### src/rtl/keypad_pkg.sv
// Shared types and constants for the 4x4 keypad scanner.
package keypad_pkg;

  localparam int KEY_W = 4;
  localparam int CNT_W = 4;
  localparam logic [3:0] ROW_RESET = 4'b1110;

  typedef enum logic [1:0] {SCAN, DEB_PRESS, HELD, DEB_RELEASE} state_t;
  typedef enum logic [1:0] {RES_NONE, RES_ONE, RES_MULTI} scan_res_t;

  // Active-low one-hot row drive for a given row index.
  function automatic logic [3:0] row_drive(input logic [1:0] idx);
    row_drive = ~(4'b0001 << idx);
  endfunction

endpackage

### src/rtl/keypad_col_sync.sv
// Two-flop synchronizer for the asynchronous, pulled-up keypad column lines.
module keypad_col_sync (
  input  logic       clk_12MHz,
  input  logic       rst_n,
  input  logic [3:0] col_in,
  output logic [3:0] col_sync
);

  logic [3:0] col_meta;

  always_ff @(posedge clk_12MHz) begin
    if (!rst_n) begin
      col_meta <= 4'b1111;
      col_sync <= 4'b1111;
    end else begin
      col_meta <= col_in;
      col_sync <= col_meta;
    end
  end

endmodule

### src/rtl/keypad_scanner_4x4.sv
// 4x4 keypad scanner: row drive, per-scan key accumulation, whole-scan debounce
// of presses and releases with ghost rejection.
module keypad_scanner_4x4
  import keypad_pkg::*;
#(
  parameter int DEBOUNCE_SCANS = 5,
  parameter int RELEASE_SCANS  = 3
) (
  input  logic             clk_12MHz,
  input  logic             rst_n,
  input  logic             scan_tick,
  input  logic [3:0]       col_in,
  output logic [3:0]       row_out,
  output logic [KEY_W-1:0] key_code,
  output logic             key_valid,
  output logic             key_release,
  output logic             key_held
);

  localparam logic [CNT_W-1:0] DEB_LIMIT = CNT_W'(DEBOUNCE_SCANS);
  localparam logic [CNT_W-1:0] REL_LIMIT = CNT_W'(RELEASE_SCANS);

  logic [3:0]       col_sync;
  logic [1:0]       row_idx;
  logic [1:0]       acc_cnt;
  logic [KEY_W-1:0] acc_key;

  logic [3:0]       row_lows;
  logic [2:0]       row_cnt;
  logic [1:0]       row_col;
  logic [1:0]       sum_cnt;
  logic [KEY_W-1:0] sum_key;
  logic             scan_done;
  scan_res_t        scan_res;

  state_t           state;
  logic [KEY_W-1:0] cand;
  logic [CNT_W-1:0] cnt;
  logic [CNT_W-1:0] cnt_inc;
  logic             match_held;

  keypad_col_sync u_col_sync (
    .clk_12MHz (clk_12MHz),
    .rst_n     (rst_n),
    .col_in    (col_in),
    .col_sync  (col_sync)
  );

  // Low-bit count saturates at 2, which is all that MULTI needs to know.
  always_comb begin
    row_lows = ~col_sync;
    row_cnt  = '0;
    row_col  = '0;
    for (int i = 0; i < 4; i++) begin
      row_cnt = row_cnt + {2'b00, row_lows[i]};
      if (row_lows[i]) row_col = 2'(i);
    end
    if (({1'b0, acc_cnt} + row_cnt) >= 3'd2) sum_cnt = 2'd2;
    else                                     sum_cnt = acc_cnt + row_cnt[1:0];
    sum_key   = (acc_cnt == 2'd0 && row_cnt == 3'd1) ? {row_idx, row_col} : acc_key;
    scan_done = scan_tick && (row_idx == 2'd3);
    case (sum_cnt)
      2'd0:    scan_res = RES_NONE;
      2'd1:    scan_res = RES_ONE;
      default: scan_res = RES_MULTI;
    endcase
    cnt_inc    = cnt + 1'b1;
    match_held = (scan_res == RES_ONE) && (sum_key == key_code);
  end

  always_ff @(posedge clk_12MHz) begin
    if (!rst_n) begin
      row_idx <= '0;
      row_out <= ROW_RESET;
      acc_cnt <= '0;
      acc_key <= '0;
    end else if (scan_tick) begin
      row_idx <= row_idx + 2'd1;
      row_out <= row_drive(row_idx + 2'd1);
      if (scan_done) begin
        acc_cnt <= '0;
        acc_key <= '0;
      end else begin
        acc_cnt <= sum_cnt;
        acc_key <= sum_key;
      end
    end
  end

  // Debounce FSM sees the completed scan on the same edge as the row-3 sample.
  always_ff @(posedge clk_12MHz) begin
    if (!rst_n) begin
      state       <= SCAN;
      cand        <= '0;
      cnt         <= '0;
      key_code    <= '0;
      key_valid   <= 1'b0;
      key_release <= 1'b0;
      key_held    <= 1'b0;
    end else begin
      key_valid   <= 1'b0;
      key_release <= 1'b0;
      if (scan_done) begin
        case (state)
          SCAN: begin
            if (scan_res == RES_ONE) begin
              state <= DEB_PRESS;
              cand  <= sum_key;
              cnt   <= CNT_W'(1);
            end
          end
          DEB_PRESS: begin
            if (scan_res == RES_ONE && sum_key == cand) begin
              cnt <= cnt_inc;
              if (cnt_inc == DEB_LIMIT) begin
                state     <= HELD;
                key_code  <= cand;
                key_valid <= 1'b1;
                key_held  <= 1'b1;
              end
            end else if (scan_res == RES_ONE) begin
              cand <= sum_key;
              cnt  <= CNT_W'(1);
            end else begin
              state <= SCAN;
              cnt   <= '0;
            end
          end
          HELD: begin
            if (!match_held) begin
              state <= DEB_RELEASE;
              cnt   <= CNT_W'(1);
            end
          end
          DEB_RELEASE: begin
            if (match_held) begin
              state <= HELD;
            end else begin
              cnt <= cnt_inc;
              if (cnt_inc == REL_LIMIT) begin
                state       <= SCAN;
                cnt         <= '0;
                key_release <= 1'b1;
                key_held    <= 1'b0;
              end
            end
          end
          default: state <= SCAN;
        endcase
      end
    end
  end

endmodule

### config.mk
export PLATFORM = sky130hd
export DESIGN_NAME = keypad_scanner_4x4
export DESIGN_NICKNAME = d
export VERILOG_FILES = /design/src/rtl/keypad_pkg.sv /design/src/rtl/keypad_col_sync.sv /design/src/rtl/keypad_scanner_4x4.sv
export SDC_FILE = /design/constraint.sdc
export NUM_CORES = 1
export LEC_CHECK = 0
export ABC_AREA = 1
export BUFFER_PORTS_ARGS = -buffer_cell sky130_fd_sc_hd__buf_2
export CAP_MARGIN = 20
export CORE_ASPECT_RATIO = 0.6
export CORE_MARGIN = 8
export CORE_UTILIZATION = 30
export DETAILED_ROUTE_END_ITERATION = 8
export GPL_TIMING_DRIVEN = 1
export PLACE_DENSITY = 0.42
export SLEW_MARGIN = 20
export SYNTH_ARGS = -nofsm -noshare
export SYNTH_HDL_FRONTEND = slang
export SYNTH_SLANG_ARGS = --single-unit
### constraint.sdc
create_clock -name clk_12MHz -period 5.3 [get_ports clk_12MHz]
set_input_delay 0.53 -clock clk_12MHz [delete_from_list [all_inputs] [get_ports clk_12MHz]]
set_output_delay 0.53 -clock clk_12MHz [all_outputs]
set_load 0.02 [all_outputs]
---- Word-level counts from Yosys, hierarchy flattened ----
Cells that the tools add are included.
W data, S select, Z words.
word-level totals
  register bits ........................... 37
  input port bits ......................... 7
  logic and storage cells ................. 97
cells by class
  eq/ne operators ......................... 21
  $add $sub $neg .......................... 7
  muxes and demuxes ....................... 33
  magnitude comparators ................... 1
  bitwise operators ....................... 5
  shift operators ......................... 1
  reductions and logical operators ........ 16
operators with widths
  operator               count
  $mux W4                9
  $mux W2                11
  $pmux W4 S4            1
  $ne A2 B2 Y1 const B   7
  $reduce_and A4 Y1      3
  $reduce_and A6 Y1      2
  $ne A3 B3 Y1 const B   3
  $eq A4 B4 Y1           2
  $mux W1                8
  $not A4 Y4             2
  $pmux W2 S4            1
  $pmux W4 S2            1
  $eq A2 B1 Y1 const B   3
  $eq A2 B2 Y1 const B   3
  $logic_not A2 Y1       3
  $add A4 B1 Y4 const B  1
  $eq A4 B2 Y1 const B   1
  $eq A4 B3 Y1 const B   1
  $logic_and A1 B1 Y1    4
  $pmux W2 S2            1
  $reduce_bool A2 Y1     2
  $reduce_or A4 Y1       1
  $shl A1 B2 Y4 const A  1
  $add A2 B1 Y3          1
  10 further kinds       12

---- Logic depth before layout (Yosys ltp) ----
Gate-level depths: netlist of the first run.
  depth after elaboration ................. 13
  depth in mapped cells ................... 19
  gate-level depth less buffers ........... 19

---- Modules after synthesis ----
A second synthesis of the first run with hierarchy kept.
unflattened totals
  cells, all modules ...................... 303
  area total of the unflattened synthesis .. 2120.8 um2
by module, submodules not included
  module              times used  area each (um2)  sequential area each (um2)  cells an instance
  keypad_scanner_4x4  1           1895.6           580.6                       278
  keypad_col_sync     1           225.2            160.2                       25

---- Worst setup path after synthesis of the first run ----
No wires, ideal clock.
  path kind ............................... reg-to-reg
  start point ............................. register u_col_sync.col_sync[0]
  end point ............................... register cnt[2]
  period minus slack after synthesis ...... 2.896 ns
  arrival time ............................ 2.828 ns
  stages on the path, launching flop included .. 13
  buffers on the path ..................... 0
  data required time ...................... 5.233 ns
  slack ................................... 2.404 ns
  path through ............................ dfxtp_1 -> inv_1 -> fa_1 -> ha_1 -> ha_1 -> fa_1 -> nor2_1 -> nand3_1 -> nor3_2 -> nand3_1 -> a21oi_1 -> nand2_1 -> a21oi_2
between the ends
  word-level cells in the longest chain between the ends .. 13
ends and longest elaborated chain
  item                                                     RTL line                                                                        text
  start, declared                                          keypad_col_sync.sv:6                                                            output logic [3:0] col_sync
  start signal, assigned                                   keypad_col_sync.sv:17                                                           col_sync <= col_meta;
  $not A4 Y4 *                                             keypad_scanner_4x4.sv:51                                                        row_lows = ~col_sync;
  $add A1 B1 Y2 *                                          keypad_scanner_4x4.sv:55                                                        row_cnt = row_cnt + {2'b00, row_lows[i]};
  $add A2 B1 Y3 *                                          keypad_scanner_4x4.sv:55
  $add A3 B1 Y3 *                                          keypad_scanner_4x4.sv:55
  $add A2 B3 Y3                                            keypad_scanner_4x4.sv:58                                                        if (({1'b0, acc_cnt} + row_cnt) >= 3'd2) sum_cnt = 2'd2;
  $ge A3 B2 Y1                                             keypad_scanner_4x4.sv:58
  $mux W2                                                  keypad_scanner_4x4.sv:58
  $eq A2 B1 Y1 / $logic_not A2 Y1 (equally long branches)  keypad_scanner_4x4.sv:62                                                        case (sum_cnt)
  $pmux W2 S2                                              keypad_scanner_4x4.sv:62
  $eq A2 B1 Y1                                             keypad_scanner_4x4.sv:68, keypad_scanner_4x4.sv:106, keypad_scanner_4x4.sv:113
  $logic_and A1 B1 Y1 (on tied branches)                   keypad_scanner_4x4.sv:113, keypad_scanner_4x4.sv:68
  $mux W4 / $ne A2 B2 Y1 (equally long branches)           --
  $pmux W4 S4 / $reduce_and A4 Y1 (equally long branches)  --
  end signal, assigned                                     keypad_scanner_4x4.sv:114                                                       cnt <= cnt_inc;
  end signal, assigned                                     keypad_scanner_4x4.sv:139                                                       cnt <= cnt_inc;
  end, declared                                            keypad_scanner_4x4.sv:38                                                        logic [CNT_W-1:0] cnt;
Mark *: on every way between the ends. The rest lies on a longest branch, timed or not.
A chain may end at the register's enable or synchronous reset.

---- Final worst setup path of the first run ----
Same ends and word-level chain as after synthesis.

==> impl_metrics.env, run 1 <==
export IMPL_synth_area_leader_cell="dfxtp_1"
export IMPL_cts_tree="built"
export IMPL_path_cells="inv_1 > fa_1 > ha_1 > ha_1 > fa_1 > nor2_1 > nand3_1 > inv_1 > nand2_1 > nor2_2 > nand3_1 > nand2_1 > nor2_2 > nand2_1 > a21oi_2"
export IMPL_wl_per_cell_um=12.35
export IMPL_leakage_nw=1.204
export IMPL_via_count=1791
export IMPL_cp_max_fo=6
export IMPL_place_area_um2=2216
export IMPL_place_hpwl_um=3737
export IMPL_synth_seq_cells=37
export IMPL_syn_nets=316
export IMPL_avgSynthCellArea_um2=6.896
export IMPL_cp_required_ns=5.43
export IMPL_ys_async_sr_fraction=0
export IMPL_start_util=0.3081
export IMPL_cts_resized=0
export IMPL_ys_top_cells_by_area="dfxtp_1, nand2_1, nor2_1"
export IMPL_synth_top_area_frac=0.3616
export IMPL_drtIter0Drc=113
export IMPL_power_density_nw_per_um2=296.6
export IMPL_hold_viol=0
export IMPL_drc_errors=0
export IMPL_fp_row_count=23
export IMPL_setup_slack_ns=2.051
export IMPL_cp_slowest_stage_delay_ns=0.48
export IMPL_setup_viol=0
export IMPL_outcome="completed"
export IMPL_n_antenna_cell=0
export IMPL_vias_per_cell=4.444
export IMPL_finClkSkew_ns=0.007813
export IMPL_ios=18
export IMPL_grt_max_degree=22
export IMPL_drive_above_1_share=0.1677
export IMPL_min_period_over_period=0.6130
export IMPL_fin_area_um2=2355
export IMPL_min_period_ns=3.249
export IMPL_ctsRootBufferMaster="clkbuf_16"
export IMPL_cp_start_kind="flip-flop"
export IMPL_max_cap_violations=0
export IMPL_pre_cts_ws_ns=2.067
export IMPL_maxSlewViolCount=0
export IMPL_cp_num_buf_inv=2
export IMPL_peakVddDrop_uv=113.0
export IMPL_cts_hold_buf=0
export IMPL_stdcell_count=403
export IMPL_use_met3=0.02966
export IMPL_grtUsageMet2=0.1496
export IMPL_r2r_setup_slack_ns=2.05
export IMPL_hold_slack_ns=0.4107
export IMPL_antenna_found_initial=0
export IMPL_synth_cells=297
export IMPL_clk_latency_ns=0.28
export IMPL_ant_nets=0
export IMPL_end_kind="flip-flop"
export IMPL_cp_slowest_cell="fa_1"
export IMPL_total_power_mw=0.6984
export IMPL_fill_cells=731
export IMPL_area_delta_synth_final_pct=14.97
export IMPL_die_x_um=122.7
export IMPL_port_buffers=17
export IMPL_synth_cell_area_um2=2048
export IMPL_synth_common_cells="nand2_1, nor2_1, dfxtp_1"
export IMPL_coreArea_um2=6648
export IMPL_tns_ns=0
export IMPL_clock_fmax_ghz=0.3078
export IMPL_clk_pin_slew_worst_paths_ns=0.06
export IMPL_busiest_layer="met1"
export IMPL_use_met1=0.1693
export IMPL_post_cts_setup_buffers=0
export IMPL_rsz0062_at_grt="no"
export IMPL_synth_edf_count=0
export IMPL_drt_pass1_iter_count=4
export IMPL_dp_cells=395
export IMPL_crit_family="adder cells"
export IMPL_synth_distinct_cells=28
export IMPL_synth_flop_cell="dfxtp_1"
export IMPL_tightestPinTransition_ns=0.7338
export IMPL_worstSetupPathType="flip-flop to flip-flop"
export IMPL_routabilityCongestion=0.8678
export IMPL_layout_nets=334
export IMPL_cts_made_buffers=5
export IMPL_arrival_ns=3.38
export IMPL_grt_pass1_vias=1738
export IMPL_globalRouteOverflowTotal=0
export IMPL_slew_headroom=0.5102
export IMPL_die_h_um=80.01
export IMPL_drt_wl_total_um=4978
export IMPL_critical_path_most_common_cell="nand2_1"
export IMPL_grt_pass1_wl_um=8666
export IMPL_numClockSinks=37
export IMPL_dieArea_um2=9814
export IMPL_yosys_warnings=0
export IMPL_yosysMostFrequentCell="nand2_1"
export IMPL_cts_buffer_depth=2
export IMPL_ys_seq_area_frac=0.3616
export IMPL_hp_class="flip-flop to flip-flop"
export IMPL_fin_util=0.3542
export IMPL_htree_levels=2
export IMPL_track_usage=0.1119
cell families after synthesis:
family | after synthesis | synth area share
and+or+nand+nor | 178 | 0.4020
buffers and inverters | 42 | 0.07880
DFF | 37 | 0.3616
AOI/OAI and AO/OA | 26 | 0.06842
adders and majority gates | 12 | 0.08064
xor gates and xnor gates | 2 | 0.008554
worst paths after layout:
kind,startpoint,cells after the start,to
setup / recovery,u_col_sync.col_sync[0],15,cnt[2]
hold / removal,u_col_sync.col_meta[2],1,u_col_sync.col_sync[2]
setup reg to reg,u_col_sync.col_sync[0],15,cnt[2]
hold reg to reg,u_col_sync.col_meta[2],1,u_col_sync.col_sync[2]
cell type report:
cell class              count  area, um^2  area share
inverters                  36       135.1     0.05739
clock inverters             2       10.01    0.004251
well taps                  87       108.9     0.04623
multi-input cells         218        1146      0.4867
repair buffers             17       85.08     0.03613
flip-flops and latches     37       740.7      0.3146
clock buffers               6       128.9     0.05473
cells in the final DEF (no fill, tap or decap), types with 2 or more instances in the layout:
cell	n
nor2_1	41
nand4_1	5
inv_1	35
nor2_2	5
buf_2	17
a21oi_1	15
nand2_2	6
nand3_1	22
dfxtp_1	37
o21ai_0	7
nand2_1	83
or2_2	8
nor2_4	2
ha_1	10
clkinv_2	2
clkbuf_16	5
xnor2_1	2
fa_1	2
routing by layer:
| metal | wire, um | vias to the layer above |
|---|---|---|
| li1 | - | 971 |
| met1 | 2964 | 785 |
| met2 | 1781 | 33 |
| met3 | 223 | 2 |
| met4 | 8 | 0 |
| met5 | 0 | - |
flip-flops by register name, indices dropped and copies added, names as in the netlist:
register             count
key_release              1
acc_key                  4
u_col_sync.col_meta      4
cnt                      4
key_valid                1
key_held                 1
cand                     4
u_col_sync.col_sync      4
key_code                 4
acc_cnt                  2
row_idx                  2
row_out                  4
state                    2
power by group:
part | total, mW | internal (mW) | leakage [nW] | switching, mW
clock | 0.287 | 0.173 | 0.0706 | 0.114
combinational | 0.115 | 0.0369 | 0.831 | 0.0782
sequential | 0.296 | 0.288 | 0.302 | 0.00795
total | 0.698 | 0.498 | 1.20 | 0.200
No activity file was read; power rests on OpenSTA's default activity.
==> run 2, diff against run 1 <==
Settings changed: ABC_AREA 1 to 0.
Clock period 5.3 ns to 3.4 ns, I/O delays scaled along.
==> run 2 against run 1 <==
Critical endpoint is now cnt[0]. Largest power group unchanged. Sequential cell count did not move. Non-clock buffer count grew 29. Register-to-register slack got worse by 2.0 ns. Core utilization is 5.8 points higher.
==> impl_metrics.env, run 2 <==
export IMPL_cp_max_fo=6
export IMPL_die_h_um=81.36
export IMPL_drc_errors=0
export IMPL_min_period_ns=3.350
export IMPL_max_cap_violations=0
export IMPL_track_usage=0.1163
export IMPL_cp_num_buf_inv=3
export IMPL_tightestPinTransition_ns=0.7302
export IMPL_ys_async_sr_fraction=0
export IMPL_synth_cell_area_um2=2136
export IMPL_peakVddDrop_uv=310.4
export IMPL_drt_wl_total_um=5803
export IMPL_clock_fmax_ghz=0.2985
export IMPL_globalRouteOverflowTotal=0
export IMPL_wl_per_cell_um=15.35
export IMPL_outcome="completed"
export IMPL_path_cells="inv_2 > fa_1 > ha_4 > ha_4 > or4b_4 > nor2_4 > buf_4 > o31ai_1 > a211o_1 > buf_4 > nor2_1 > o311ai_0 > o211a_1"
export IMPL_hp_class="input pin to flip-flop"
export IMPL_rsz0062_at_grt="yes"
export IMPL_die_x_um=124.9
export IMPL_grt_max_degree=41
export IMPL_crit_path_start="u_col_sync.col_sync[0]"
export IMPL_yosysMostFrequentCell="dfxtp_1"
export IMPL_numClockSinks=37
export IMPL_drt_pass1_iter_count=5
export IMPL_syn_nets=266
export IMPL_rr_endpoint="cnt[0]"
export IMPL_synth_common_cells="dfxtp_1, nand2_1, inv_1, nor2b_1, a21oi_1"
export IMPL_endpoint="cnt[0]"
export IMPL_synth_top_area_frac=0.3468
export IMPL_arrival_ns=3.52
export IMPL_dieArea_um2=10160
export IMPL_slew_headroom=0.5132
export IMPL_synth_flop_cell="dfxtp_1"
export IMPL_cts_tree="built"
export IMPL_ys_seq_area_frac=0.3468
export IMPL_final_cell_mix="dfxtp_1, buf_4, nand2_1, nor2b_1, buf_2"
export IMPL_cp_slowest_cell="or4b_4"
export IMPL_htree_levels=2
export IMPL_maxSlewViolCount=0
export IMPL_yosys_warnings=0
export IMPL_drive_above_1_share=0.2921
export IMPL_layout_commonest_cell="dfxtp_1"
export IMPL_port_buffers=17
export IMPL_grt_pass1_vias=1781
export IMPL_ant_nets=0
export IMPL_synth_seq_cells=37
export IMPL_routabilityCongestion=0.7959
export IMPL_ctsRootBufferMaster="clkbuf_16"
export IMPL_start_util=0.3145
export IMPL_clk_latency_ns=0.28
export IMPL_reg2reg_depth=13
export IMPL_vias_per_cell=5.008
export IMPL_min_period_over_period=0.9854
export IMPL_worst_path_stages=13
export IMPL_cp_required_ns=3.57
export IMPL_ios=18
export IMPL_drtIter0Drc=196
export IMPL_total_power_mw=1.225
export IMPL_synth_cells=247
export IMPL_worstSetupPathType="flip-flop to flip-flop"
export IMPL_coreArea_um2=6792
export IMPL_synth_area_leader_cell="dfxtp_1"
export IMPL_setup_viol=0
export IMPL_avgSynthCellArea_um2=8.647
export IMPL_ys_top_cells_by_area="dfxtp_1, ha_1, nor2b_1"
export IMPL_cts_hold_buf=0
export IMPL_crit_family="adder cells"
export IMPL_via_count=1893
export IMPL_finClkSkew_ns=0.004938
export IMPL_cp_start_kind="flip-flop"
export IMPL_leakage_nw=1.145
export IMPL_hold_viol=0
export IMPL_cts_buffer_depth=2
export IMPL_place_hpwl_um=4201
export IMPL_fp_row_count=23
export IMPL_n_antenna_cell=0
export IMPL_grt_pass1_wl_um=9308
export IMPL_power_density_nw_per_um2=437.1
export IMPL_cts_made_buffers=5
export IMPL_r2r_setup_slack_ns=0.05
export IMPL_end_kind="flip-flop"
export IMPL_synth_distinct_cells=57
export IMPL_antenna_found_initial=0
export IMPL_cp_slowest_stage_delay_ns=0.61
export IMPL_layout_nets=310
export IMPL_synth_edf_count=0
export IMPL_fin_util=0.4127
export IMPL_r2r_start="u_col_sync.col_sync[0]"
export IMPL_clk_pin_slew_worst_paths_ns=0.05
export IMPL_area_delta_synth_final_pct=31.22
==> run 2: cell count changes in the layout (fill, tap and decap cells not counted), moves of 8 or more <==
cell	change
nand2_1	-61
nor2_1	-34
nor2b_1	+17
inv_1	-19
nand2b_1	+11
buf_4	+27
nand3_1	-14
mux2i_1	+8
or2_2	-8
==> run 2: worst register-to-register path, cell delays in order, from the launching register on <==
cell,delay (ns)
dfxtp_2,0.32
inv_2,0.03
fa_1,0.58
ha_4,0.15
ha_4,0.21
or4b_4,0.61
nor2_4,0.14
buf_4,0.12
o31ai_1,0.07
a211o_1,0.36
buf_4,0.16
nor2_1,0.11
o311ai_0,0.15
o211a_1,0.23
==> run 2: worst min path at each step <==
stage                      startpoint                     end  slack (ns)  depth (start not counted)
2_1_floorplan  u_col_sync.col_meta[0]  u_col_sync.col_sync[0]        0.39                          1
3_3_place_gp   u_col_sync.col_meta[2]  u_col_sync.col_sync[2]        0.40                          1
3_5_place_dp   u_col_sync.col_meta[2]  u_col_sync.col_sync[2]        0.40                          1
4_1_cts                     col_in[2]  u_col_sync.col_meta[2]        0.24                          2
5_1_grt                     col_in[2]  u_col_sync.col_meta[2]        0.24                          2
6_report                    col_in[0]  u_col_sync.col_meta[0]        0.24                          2
==> run 2: cell families after synthesis <==
| logic type | count (synthesis) | share of synthesized area |
|---|---|---|
| mux | 9 | 0.04218 |
| simple gates | 95 | 0.2578 |
| compound gates | 64 | 0.2179 |
| xor+xnor | 2 | 0.008203 |
| fa+ha+maj | 12 | 0.07733 |
| flops | 37 | 0.3468 |
| buf+inv | 28 | 0.04979 |
==> run 2: where the power goes <==
| part | switching (mW) | internal [mW] |
|---|---|---|
| Sequential | 0.0140 | 0.448 |
| Clock | 0.170 | 0.288 |
| Combinational | 0.162 | 0.143 |
| Total | 0.346 | 0.879 |
==> run 2: cell type report <==
cell class / instances / area, um^2
fillers: 703 / 3989
multi-input cells: 182 / 1426
flip-flops and latches: 37 / 743.2
repair buffers: 46 / 310.3
clock buffers: 7 / 142.6
well taps: 87 / 108.9
inverters: 19 / 71.32
==> run 2: metrics by stage <==
stage | setup slack (ns) | instance area [um^2] | setup TNS (ns) | std cells | hold WS [ns]
6_report | 0.04963 | 2803 | 0 | 378 | 0.2408
5_1_grt | -0.1387 | 2803 | -0.6442 | 378 | 0.2407
4_1_cts | 0.0003539 | 2673 | 0 | 374 | 0.2376
3_5_place_dp | -0.1683 | 2475 | -1.563 | 366 | 0.3976
3_3_place_gp | -0.1431 | 2475 | -0.9868 | 366 | 0.3983
2_1_floorplan | -0.01231 | 2136 | -0.01231 | 247 | 0.3863
==> run 2: per-layer routing <==
layer	global-route usage	wire, um	up-vias
met3	0.04314	364	4
met4	0.02533	38	0
met2	0.1564	2139	48
met1	0.1687	3261	879
li1	-	-	962
met5	0	0	-
==> run 2: what timing repair did <==
| action | 4_1_cts | 5_1_grt |
|---|---|---|
| endpoints found under the hold margin | 0 | 0 |
| setup buffers | 1 | 4 |
| endpoints found under the setup margin | 16 | 16 |
| pin swaps | 1 | 15 |
| gates cloned | 0 | 0 |
| resized for setup | 9 | 23 |
==> run 3, diff against run 2 <==
Settings changed: CORE_ASPECT_RATIO 0.6 to 0.8.
==> run 3 against run 2 <==
Clock power fell by 14%. Die area fell by 0.70%. Non-clock buffer count fell by 5. Critical path type unchanged. Largest cell class unchanged.
==> impl_metrics.env, run 3 (synthesized netlist as in run 2, its figures left out) <==
export IMPL_outcome="completed"
export IMPL_peakVddDrop_uv=215.8
export IMPL_tightestPinTransition_ns=0.6952
export IMPL_ios=18
export IMPL_cts_made_buffers=5
export IMPL_final_cell_mix="dfxtp_1, buf_4, nand2_1, nor2b_1, buf_2"
export IMPL_clk_latency_ns=0.28
export IMPL_cp_start_kind="flip-flop"
export IMPL_stdcell_count=374
export IMPL_arrival_ns=3.48
export IMPL_ctsRootBufferMaster="clkbuf_8"
export IMPL_total_power_mw=1.147
export IMPL_min_period_ns=3.306
export IMPL_ant_nets=0
export IMPL_layout_commonest_cell="dfxtp_1"
export IMPL_wl_per_cell_um=14.96
export IMPL_port_buffers=17
export IMPL_wl_met3_um=267
export IMPL_cp_required_ns=3.58
export IMPL_met1_length_um=2951
export IMPL_cts_buffer_depth=2
export IMPL_grt_max_degree=41
export IMPL_rr_endpoint="cand[3]"
export IMPL_n_antenna_cell=0
export IMPL_layout_nets=305
export IMPL_power_density_nw_per_um2=417.2
export IMPL_max_cap_violations=0
export IMPL_cp_max_fo=5
export IMPL_slew_headroom=0.5366
export IMPL_routed_wl_met2_um=2346
export IMPL_hold_path_depth=2
export IMPL_drt_wl_total_um=5594
export IMPL_r2r_setup_slack_ns=0.09
export IMPL_cts_tree="built"
export IMPL_numClockSinks=37
export IMPL_finClkSkew_ns=0.008745
export IMPL_drc_errors=0
export IMPL_min_period_over_period=0.9722
export IMPL_antenna_found_initial=0
export IMPL_clk_pin_slew_worst_paths_ns=0.08
export IMPL_worstSetupPathType="flip-flop to flip-flop"
export IMPL_endpoint="cand[3]"
export IMPL_drtIter0Drc=144
export IMPL_start_util=0.3099
export IMPL_setup_viol=0
export IMPL_r2r_start="u_col_sync.col_sync[0]"
export IMPL_drt_pass1_iter_count=4
export IMPL_hold_viol=0
export IMPL_drive_above_1_share=0.2962
export IMPL_grt_pass1_vias=1748
export IMPL_maxSlewViolCount=0
export IMPL_reg2reg_depth=12
export IMPL_coreArea_um2=6892
export IMPL_area_delta_synth_final_pct=28.76
export IMPL_htree_levels=2
export IMPL_fill_cells=713
export IMPL_die_x_um=110.3
export IMPL_p_int_mw=0.8219
export IMPL_dp_cells=362
export IMPL_switchingPower_mw=0.3254
export IMPL_leakage_nw=1.105
export IMPL_rsz0062_at_grt="yes"
export IMPL_globalRouteOverflowTotal=0
export IMPL_seq_power_share=0.403
export IMPL_switching_share=0.2836
export IMPL_cts_hold_buf=0
export IMPL_fin_util=0.3991
export IMPL_hp_class="input pin to flip-flop"
export IMPL_vias_per_cell=5.037
export IMPL_combinationalPowerShare=0.253
export IMPL_crit_path_start="u_col_sync.col_sync[0]"
export IMPL_pwr_share_clk=0.344
export IMPL_place_hpwl_um=3898
export IMPL_routabilityCongestion=0.8198
export IMPL_track_usage=0.1137
export IMPL_dieArea_um2=10090
export IMPL_fp_row_count=27
export IMPL_via_count=1884
export IMPL_grt_pass1_wl_um=9197
export IMPL_clock_fmax_ghz=0.3025
export IMPL_top_layer="met4"
export IMPL_die_h_um=91.47
export IMPL_hold_slack_ns=0.2364
export IMPL_end_kind="flip-flop"
run 3: cell count changes in the layout (fill, tap and decap cells not counted), sizes merged:
cell / previous run / this run
buf: 46 / 41
bufinv: 0 / 1
run 3: timing repair:
action | in CTS | in global routing
pin swaps | 6 | 8
gates resized for setup | 14 | 21
endpoints found under the setup margin | 16 | 16
endpoints found under the hold margin | 0 | 0
setup buffers | 1 | 3
run 3: power by group through the flow:
stage | Clock (mW) | Combinational (mW) | Sequential [mW]
floorplan | 0 | 0.142 | 0.473
detailed placement | 0 | 0.236 | 0.470
finish | 0.395 | 0.290 | 0.462
CTS | 0.414 | 0.258 | 0.461
global placement | 0 | 0.240 | 0.470
global route | 0.436 | 0.317 | 0.464
run 3: worst min-delay path by stage:
stage                            from                      to  slack (ns)
6_report                    col_in[0]  u_col_sync.col_meta[0]        0.24
5_1_grt                     col_in[2]  u_col_sync.col_meta[2]        0.22
4_1_cts                     col_in[1]  u_col_sync.col_meta[1]        0.22
3_5_place_dp   u_col_sync.col_meta[3]  u_col_sync.col_sync[3]        0.40
3_3_place_gp   u_col_sync.col_meta[2]  u_col_sync.col_sync[2]        0.40
2_1_floorplan  u_col_sync.col_meta[0]  u_col_sync.col_sync[0]        0.39
run 3: area by class of cell:
type	count	area, um^2	share of cell area
Timing Repair Buffer	41	277.8	0.1010
Sequential cell	37	744.5	0.2707
Clock buffer	7	86.33	0.03139
Multi-Input combinational cell	182	1431	0.5205
Clock inverter	1	30.03	0.01092
Tap cell	87	108.9	0.03958
Inverter	19	71.32	0.02593
run 3: critical path, cell delays in order (launching register included):
cell and delay (ns):
dfxtp_2 0.32, inv_2 0.03, fa_1 0.52, ha_4 0.19
ha_4 0.23, or4b_4 0.55, a211oi_2 0.29, a311o_2 0.23
nand3_4 0.11, buf_4 0.17, o21ai_4 0.26, mux2i_1 0.23
nor2b_1 0.06
run 3: per-layer routing:
metal | global-route usage | vias to the layer above
li1 | - | 955
met1 | 0.1657 | 886
met2 | 0.1601 | 41
met3 | 0.02966 | 2
met4 | 0.02658 | 0
met5 | 0 | -
run 3: per-stage QoR:
step	setup WS (ns)	instance area [um^2]	TNS (ns)
finish	0.09446	2750	0
CTS	0.003136	2655	0
detailed placement	-0.2570	2457	-1.798
global route	-0.05092	2750	-0.08096
global placement	-0.1538	2457	-0.9495
floorplan	-0.01231	2136	-0.01231
